File: src/rtl/bcd_serial_digit_mul.sv
// ----------------------------------------------------------------------------
// bcd_serial_digit_mul
//
// Purpose:
//   Multiplies an unsigned NUM_DIGITS-digit packed-BCD number by a single BCD
//   digit (0..9). The multiplicand is processed one digit per clock, least
//   significant digit first, with a running decimal carry (0..8). The result
//   has NUM_DIGITS+1 digits, and the top digit is the final carry.
//   Operands containing a nibble above 9 are rejected. In that case the block
//   reports o_error with a zero product after a single cycle.
//
// Parameters:
//   NUM_DIGITS      multiplicand digit count (>=1)
//
// Ports:
//   i_clk           clock, rising edge
//   i_rstn          asynchronous active-low reset
//   i_start         request, accepted only while o_ready=1
//   i_multiplicand  packed BCD multiplicand, digit 0 in [3:0]
//   i_multiplier    BCD multiplier digit 0..9
//   o_ready         high only while idle
//   o_valid         one-cycle pulse: o_product / o_error are valid
//   o_product       packed BCD product, held until the next acceptance
//   o_error         operands of the accepted request contained a nibble >9
// ----------------------------------------------------------------------------
module bcd_serial_digit_mul #(
    parameter int NUM_DIGITS = 4
) (
    input  logic                          i_clk,
    input  logic                          i_rstn,
    input  logic                          i_start,
    input  logic [4*NUM_DIGITS-1:0]       i_multiplicand,
    input  logic [3:0]                    i_multiplier,
    output logic                          o_ready,
    output logic                          o_valid,
    output logic [4*(NUM_DIGITS+1)-1:0]   o_product,
    output logic                          o_error
);

    // The digit index needs at least one bit, even when NUM_DIGITS is 1.
    localparam int IDX_W = (NUM_DIGITS > 1) ? $clog2(NUM_DIGITS) : 1;
    localparam logic [IDX_W-1:0] LAST_IDX = IDX_W'(NUM_DIGITS - 1);

    localparam logic [1:0] S_IDLE = 2'd0;
    localparam logic [1:0] S_CALC = 2'd1;
    localparam logic [1:0] S_DONE = 2'd2;

    logic [1:0]              r_state;
    logic [4*NUM_DIGITS-1:0] r_mcand;
    logic [3:0]              r_mult;
    logic [IDX_W-1:0]        r_idx;
    logic [3:0]              r_carry;
    logic                    r_error;
    logic [3:0]              r_top_digit;

    logic                    w_accept;
    logic [NUM_DIGITS-1:0]   w_nib_bad;
    logic                    w_any_bad;
    logic                    w_calc;
    logic                    w_last;
    logic [3:0]              w_cur_digit;
    logic [6:0]              w_prod;
    logic [7:0]              w_ge;
    logic [3:0]              w_quot;
    logic [3:0]              w_rem;
    logic [3:0]              w_q10_lo;

    assign w_accept = (r_state == S_IDLE) && i_start;
    assign w_calc   = (r_state == S_CALC);
    assign w_last   = (r_idx == LAST_IDX);

    // ------------------------------------------------------------------
    // Operand legality check. This runs on the incoming operands, so the
    // decision is made on the same edge that latches them.
    // ------------------------------------------------------------------
    generate
        for (genvar gi = 0; gi < NUM_DIGITS; gi++) begin : g_chk
            assign w_nib_bad[gi] = (i_multiplicand[4*gi +: 4] > 4'd9);
        end
    endgenerate

    assign w_any_bad = (|w_nib_bad) || (i_multiplier > 4'd9);

    // ------------------------------------------------------------------
    // Select the multiplicand digit addressed by the running index.
    // This is written as a compare-select mux, so index values at or
    // above NUM_DIGITS (possible when NUM_DIGITS is not a power of two)
    // select 0 instead of indexing out of range.
    // ------------------------------------------------------------------
    always_comb begin
        w_cur_digit = 4'd0;
        for (int i = 0; i < NUM_DIGITS; i++) begin
            if (r_idx == IDX_W'(i)) begin
                w_cur_digit = r_mcand[4*i +: 4];
            end
        end
    end

    // The partial product is digit*mult + carry, which is at most 9*9+8 = 89.
    assign w_prod = 7'({3'b000, w_cur_digit} * {3'b000, r_mult}) + {3'b000, r_carry};

    // ------------------------------------------------------------------
    // Divide by 10 without a divider. Each threshold 10,20,...,80 has its
    // own comparator. The comparator outputs form a thermometer code, so
    // their population count is the quotient.
    // ------------------------------------------------------------------
    generate
        for (genvar gi = 1; gi <= 8; gi++) begin : g_div
            assign w_ge[gi-1] = (w_prod >= 7'(gi * 10));
        end
    endgenerate

    always_comb begin
        w_quot = 4'd0;
        for (int i = 0; i < 8; i++) begin
            w_quot = w_quot + {3'b000, w_ge[i]};
        end
    end

    // The remainder is below 10, so it fits in 4 bits. Only the low 4 bits
    // of quot*10 = (quot<<3) + (quot<<1) matter, and modulo-16 subtraction
    // gives the exact remainder.
    assign w_q10_lo = {w_quot[0], 3'b000} + {w_quot[2:0], 1'b0};
    assign w_rem    = w_prod[3:0] - w_q10_lo;

    // ------------------------------------------------------------------
    // Control path.
    // ------------------------------------------------------------------
    always_ff @(posedge i_clk or negedge i_rstn) begin
        if (!i_rstn) begin
            r_state <= S_IDLE;
            r_mcand <= '0;
            r_mult  <= 4'd0;
            r_idx   <= '0;
            r_carry <= 4'd0;
            r_error <= 1'b0;
        end else begin
            case (r_state)
                S_IDLE: begin
                    if (i_start) begin
                        r_mcand <= i_multiplicand;
                        r_mult  <= i_multiplier;
                        r_idx   <= '0;
                        r_carry <= 4'd0;
                        if (w_any_bad) begin
                            r_error <= 1'b1;
                            r_state <= S_DONE;
                        end else begin
                            r_error <= 1'b0;
                            r_state <= S_CALC;
                        end
                    end
                end
                S_CALC: begin
                    r_carry <= w_quot;
                    if (w_last) begin
                        r_state <= S_DONE;
                    end else begin
                        r_idx <= r_idx + 1'b1;
                    end
                end
                S_DONE: begin
                    r_state <= S_IDLE;
                end
                default: begin
                    r_state <= S_IDLE;
                end
            endcase
        end
    end

    // ------------------------------------------------------------------
    // Product digit registers. Each register is cleared on acceptance and
    // loaded with the remainder on the CALC cycle that addresses it. As a
    // result, every nibble is always a legal digit.
    // ------------------------------------------------------------------
    generate
        for (genvar gi = 0; gi < NUM_DIGITS; gi++) begin : g_digit
            logic [3:0] r_digit;
            logic       w_we;

            assign w_we = w_calc && (r_idx == IDX_W'(gi));

            always_ff @(posedge i_clk or negedge i_rstn) begin
                if (!i_rstn) begin
                    r_digit <= 4'd0;
                end else if (w_accept) begin
                    r_digit <= 4'd0;
                end else if (w_we) begin
                    r_digit <= w_rem;
                end
            end

            assign o_product[4*gi +: 4] = r_digit;
        end
    endgenerate

    // The top digit takes the final carry out of the last CALC step.
    always_ff @(posedge i_clk or negedge i_rstn) begin
        if (!i_rstn) begin
            r_top_digit <= 4'd0;
        end else if (w_accept) begin
            r_top_digit <= 4'd0;
        end else if (w_calc && w_last) begin
            r_top_digit <= w_quot;
        end
    end

    assign o_product[4*NUM_DIGITS +: 4] = r_top_digit;

    assign o_ready = (r_state == S_IDLE);
    assign o_valid = (r_state == S_DONE);
    assign o_error = r_error;

endmodule

File: config.mk
export PLATFORM = sky130hd
export DESIGN_NAME = bcd_serial_digit_mul
export DESIGN_NICKNAME = d
export VERILOG_FILES = /design/src/rtl/bcd_serial_digit_mul.sv
export SDC_FILE = /design/constraint.sdc
export NUM_CORES = 1
export LEC_CHECK = 0
export ABC_AREA = 1
export BUFFER_PORTS_ARGS = -buffer_cell sky130_fd_sc_hd__buf_2
export CAP_MARGIN = 20
export CORE_MARGIN = 4
export CORE_UTILIZATION = 52
export CTS_CLUSTER_DIAMETER = 30
export DETAILED_ROUTE_END_ITERATION = 7
export PLACE_DENSITY_LB_ADDON = 0.12
export SLEW_MARGIN = 10
export SYNTH_ARGS = -nofsm -noshare
export SYNTH_HDL_FRONTEND = slang
export SYNTH_SLANG_ARGS = --single-unit
File: constraint.sdc
create_clock -name i_clk -period 6.35 [get_ports i_clk]
set_input_delay 1.27 -clock i_clk [delete_from_list [all_inputs] [get_ports i_clk]]
set_output_delay 1.27 -clock i_clk [all_outputs]
set_load 0.1 [all_outputs]
; ---- Yosys cells after proc, flatten, opt, wreduce, memory -nomap -nowiden
; Cells that the tools add are included.
[op_classes]
add_sub_neg = 11
multipliers = 1
magnitude_cmp = 13
n_eq_ne = 8
muxes = 24
reduce_logical = 18
[op_table]
columns = operator, count
row1 = 2-to-1 mux 4 bit, 15
row2 = >= comparator 7 x 6 -> 1 bit (second input constant), 3
row3 = > comparator 4 bit (second input constant), 5
row4 = adder 4 x 1 -> 4 bit, 4
row5 = >= comparator 7 x 5 -> 1 bit (second input constant), 2
row6 = >= comparator 7 bit (second input constant), 2
row7 = 2-to-1 mux 2 bit, 5
row8 = nonzero test 2 bit, 5
row9 = case mux 2 bit (2 select lines), 2
row10 = case mux 4 bit (2 select lines), 1
row11 = adder 7 x 4 -> 7 bit, 1
row12 = >= comparator 7 x 4 -> 1 bit (second input constant), 1
row13 = multiplier 4 x 4 -> 7 bit, 1
row14 = equality test 2 bit (second input constant), 3
row15 = AND reduction 2 bit, 3
row16 = logical AND 1 bit, 5
row17 = adder 3 x 1 -> 4 bit, 1
row18 = adder 4 bit, 1
row19 = equality test 2 x 1 -> 1 bit (second input constant), 2
row20 = zero test 2 bit, 2
row21 = != test 2 bit (second input constant), 2
row22 = OR reduction 4 bit, 1
row23 = subtractor 4 bit, 1
row24 = adder 2 x 1 -> 3 bit, 1
row25 = 6 further kinds, 6
[word_totals]
regBits = 49
in_bits = 23
output_inout_bits = 23

; ---- Depth between registers and ports, before layout
[depth]
depth_word = 19
ltp_mapped = 37

; ---- Worst setup path before layout
; OpenSTA, ideal clock, no wires.
[synth_timing]
path_kind = register -> register
start = register r_idx[0]
end = register g_digit[0].r_digit[3]
setup_ps = 120
arrival_ps = 6812
required_ps = 6230
setup_slack_ps = -581
stages_incl_launch_ff = 34
n_path_buf = 0
synth_period_minus_slack_ps = 6931
cell_sequence = dfrtp_1 > inv_1 > ha_1 > inv_2 > o21ai_0 > a21oi_1 > a21oi_1 > nor2_1 > fa_1 > fa_1 > fa_1 > ha_1 > nand2_1 > nand2_2 > a21oi_1 > nand3_2 > nand2_1 > nand2_2 > nand2_4 > nand3_1 > fa_1 > fa_1 > fa_1 > ha_1 > fa_1 > ha_1 > nand3_1 > inv_1 > nand2_1 > nand2_1 > inv_1 > nand2_1 > nand4_1 > nand2_1
[synth_via]
elab_chain_len = 19
word_cells_on_any_way = 31
cone_classes = add/sub: 10 / mul: 1 / order compare: 8 / eq/ne: 3 / mux: 6 / reduce/logical: 3
[synth_rtl]
columns = item, line_no
row1 = "start, declared", 51  ; logic [IDX_W-1:0] r_idx;
row2 = "start signal, assigned", 159  ; r_idx <= r_idx + 1'b1;
row3 = zero test 2 bit, "93, 182"
row4 = 2-to-1 mux 4 bit (4 in series), 93  ; if (r_idx == IDX_W'(i)) begin
row5 = multiplier 4 x 4 -> 7 bit, 100  ; assign w_prod = 7'({3'b000, w_cur_digit} * {3'b000, r_mult}) + {3'b000, r_carry};
row6 = adder 7 x 4 -> 7 bit, 100
row7 = >= comparator 7 x 4 -> 1 bit / >= comparator 7 x 5 -> 1 bit (equally long branches), 109  ; assign w_ge[gi-1] = (w_prod >= 7'(gi * 10));
row8 = adder 1 x 1 -> 2 bit, 116  ; w_quot = w_quot + {3'b000, w_ge[i]};
row9 = adder 2 x 1 -> 3 bit, 116
row10 = adder 3 x 1 -> 4 bit, 116
row11 = adder 4 x 1 -> 4 bit (4 in series), 116
row12 = adder 4 bit, 123  ; assign w_q10_lo = {w_quot[0], 3'b000} + {w_quot[2:0], 1'b0};
row13 = subtractor 4 bit, 124  ; assign w_rem = w_prod[3:0] - w_q10_lo;
row14 = 2-to-1 mux 4 bit, 189  ; end else if (w_we) begin
row15 = 2-to-1 mux 4 bit, 187  ; end else if (w_accept) begin
row16 = "end signal, assigned", 190  ; r_digit <= w_rem;
row17 = "end, declared", 179  ; logic [3:0] r_digit;
; Several ways; a longest one is shown, not always the timed one. The select of a mux whose other input is x is not followed.
; A chain may end at the register's enable or synchronous reset.

; ---- Worst setup path after layout
[layout_timing]
start = register r_idx[0]
end = register g_digit[3].r_digit[3]
[layout_via]
elab_chain_len = 19
word_cells_on_any_way = 31
cone_classes = add/sub: 10 / mul: 1 / order compare: 8 / eq/ne: 3 / mux: 6 / reduce/logical: 3
[layout_rtl]
columns = item, line_no
row1 = zero test 2 bit, 93
row2 = 2-to-1 mux 4 bit (4 in series), 93
row3 = multiplier 4 x 4 -> 7 bit, 100
row4 = adder 7 x 4 -> 7 bit, 100
row5 = >= comparator 7 x 4 -> 1 bit / >= comparator 7 x 5 -> 1 bit (equally long branches), 109
row6 = adder 1 x 1 -> 2 bit, 116
row7 = adder 2 x 1 -> 3 bit, 116
row8 = adder 3 x 1 -> 4 bit, 116
row9 = adder 4 x 1 -> 4 bit (4 in series), 116
row10 = adder 4 bit, 123
row11 = subtractor 4 bit, 124
row12 = 2-to-1 mux 4 bit, 189
row13 = 2-to-1 mux 4 bit, 187
row14 = "end signal, assigned", 190
row15 = "end, declared", 179
; Several ways; a longest one is shown, not always the timed one. The select of a mux whose other input is x is not followed.

==> results.json <==
{
  "dp_hpwl_um": 5390,
  "cpMaxStageDelayCell": "fa_1",
  "yosys-top-cells-count": "106 x nand2_1, 49 x dfrtp_1, 43 x inv_1",
  "grt_max_degree": 50,
  "fin_setup_tns_ps": -4180,
  "syn_inst": 386,
  "min_period_ps": 6850,
  "synth.most_common_cell": "nand2_1",
  "fp.dieH_um": 85.8,
  "first_pass_iters": 4,
  "status": "finished with violations",
  "reg2reg_depth": 40,
  "timing.final.ws_setup_ps": -502,
  "route.vias.total": 2765,
  "place_congestion": 0.829,
  "worst_pin_slew_ps": 723,
  "drc": 0,
  "hp-start": "o_error",
  "drt_iter0_drc": 95,
  "via_per_inst": 5.03,
  "worst-path-stages": 40,
  "crit_buf_inv": 14,
  "syn_to_final_growth_pct": 29.7,
  "htree_levels": 2,
  "synth_top_area_frac": 0.390,
  "synth_compound_area_frac": 0.103,
  "relSlewSlack": 0.516,
  "grt_pass1_vias": 2683,
  "synth_cell_types": 27,
  "crit_path_frequent_cell": "buf_4",
  "drv_cap": 0,
  "core_area_um2": 5890,
  "ys_seq_area_frac": 0.390,
  "critPathKind": "reg2reg",
  "critPathLaunch": "r_idx[0]",
  "dieArea_um2": 7360,
  "antenna_left": 0,
  "start_util": 0.535,
  "grt_first_pass_wirelength_um": 12400,
  "clockBufferDepth": 2,
  "setup_viol": 14,
  "wirelength_um": 7420,
  "syn_avg_cell_area_um2": 8.16,
  "synth-edff-count": 0,
  "worstSetupEndpoint": "g_digit[3].r_digit[3]",
  "muxShareOfSynthArea": 0,
  "antenna_found_initial": 0,
  "die_x_um": 85.8,
  "synth_top_family_by_area": "simple AND/OR/NAND/NOR gates",
  "hp-class": "reg2reg",
  "layout.nets": 531,
  "io_pins": 46,
  "ys.flop_type": "dfrtp_1",
  "cts_made_buffers": 5,
  "synth-adder-area-share": 0.159,
  "path_delay_family": "adder cells",
  "io_buffers": 45,
  "synth_top_cell_by_area": "dfrtp_1",
  "critical_path_arrival_ps": 7090,
  "clock_latency_ps": 310,
  "netlist_top_cells_area": "dfrtp_1 39%, nand2_1 13%, ha_1 9.5%",
  "antennaDiodeCount": 0,
  "drive_gt1_frac": 0.360,
  "final_max_slew_viol_count": 0,
  "netlist_area_um2": 3150,
  "cp-start-kind": "flip-flop",
  "synth_simple_gate_area_frac": 0.250,
  "skew_ps": 14.9,
  "worstPathRequired_ps": 6590,
  "synth-xor-area-share": 0.0163,
  "worstSetupEndpointType": "flip-flop",
  "worst_path_largest_cell_delay_ps": 550,
  "rsz0062_at_grt": "yes",
  "r2r_end": "g_digit[3].r_digit[3]",
  "cp_max_fo": 5,
  "async_reset_ff_frac": 1.00,
  "rows": 28,
  "pre_cts_ws_ps": -523,
  "overflow": 0,
  "r2r_setup_slack_ps": -500,
  "wire_per_inst_um": 13.5,
  "synth_warnings": 0,
  "clock-sinks": 49,
  "violations": "setup timing",
  "synth_nets": 443,
  "path_clk_slew_ps": 100,
  "fin_crit_sh": 1.08,
  "fmax_mhz": 146,
  "hold_violations": 0,
  "cts_root_buf": "clkbuf_8",
  "cts_tree": "done",
  "synth_seq_cells": 49,
  "grt_usage": 0.210,
  "r2r-start": "r_idx[0]"
}
==> metrics by stage <==
stage	area (um^2)	hold WS [ps]	std cells	utilization
after detailed placement	3700	468	525	0.629
after CTS	3950	495	546	0.671
after floorplan	3250	444	386	-
after global placement	3700	459	525	0.629
final	4080	492	550	0.694
after global routing	4080	516	550	0.694
==> registers in the layout, summed over array words and instances, names as in the netlist <==
register	cells
g_digit.r_digit	16
o_error	1
r_carry	4
r_idx	2
r_mcand	16
r_mult	4
r_state	2
r_top_digit	4
==> worst min-delay path, stage by stage, from the launching register on <==
cell,delay [ps]
dfrtp_1,360
nand2_1,50
nand2_1,50
==> final cells by class <==
class | instances | area [um^2]
multi-input cells | 277 | 1910
fillers | 491 | 1800
flip-flops and latches | 49 | 1230
repair buffers | 90 | 563
inverters | 51 | 196
well taps | 75 | 93.8
clock buffers | 5 | 68.8
clock inverters | 3 | 26.3
==> placed cells by master, fill, tap and decap left out, types with 2 or more instances in the layout <==
cell type   netlist  layout
nand2_1         106     101
dfrtp_1          49      49
buf_2             3      45
buf_4             4      45
inv_1            43      38
nor2_1           27      23
o21ai_1          18      20
ha_1             24      16
nand3_1          18      15
o21ai_0          19      14
inv_2             8      11
nand2_2          10      11
a21oi_2           0       9
fa_1             10       9
a21oi_1          17       7
nand2_4           3       7
o21ai_2           3       6
ha_4              0       6
nor2_2            3       5
nand3_2           3       5
nand4_1           5       5
clkbuf_8          0       5
inv_4             0       2
nand3b_1          2       2
nor2_4            0       2
xor2_2            1       2
xnor2_1           3       2
a32o_1            2       2
ha_2              0       2
clkinvlp_4        0       2
==> metal layers <==
metal | GRT usage | wire length (um) | vias up
li1 | - | - | 1402
met1 | 0.278 | 3250 | 1286
met2 | 0.360 | 3730 | 61
met3 | 0.0250 | 273 | 16
met4 | 0.0676 | 169 | 0
met5 | 0 | 0 | -
==> worst min path at each step <==
stage                                 end  slack (ps)  cells past startpoint
global route        g_digit[2].r_digit[2]         520                      2
detailed placement                o_error         470                      2
CTS                            r_mcand[7]         490                      2
finish                            o_error         490                      2
floorplan                      r_mcand[8]         440                      2
global placement                  o_error         460                      2
==> cells by family (layout without fill, tap and decap cells) <==
| family | Yosys count | count (layout) |
|---|---|---|
| and+or+nand+nor | 178 | 178 |
| AOI/OAI and AO/OA | 60 | 60 |
| buffers and inverters | 60 | 149 |
| DFF | 49 | 49 |
| adders and majority gates | 34 | 34 |
| xor gates and xnor gates | 5 | 5 |
==> what timing repair did <==
item,4_1_cts,5_1_grt
hold buffers,0,0
endpoints found under the hold margin,0,0
buffers inserted,13,4
resized for setup,13,22
pin swaps,4,12
endpoints found under the setup margin,10,16
Power is left out: the tool's default activity adds up to more than one toggle a clock period on the data nets, which glitch-free logic cannot reach.
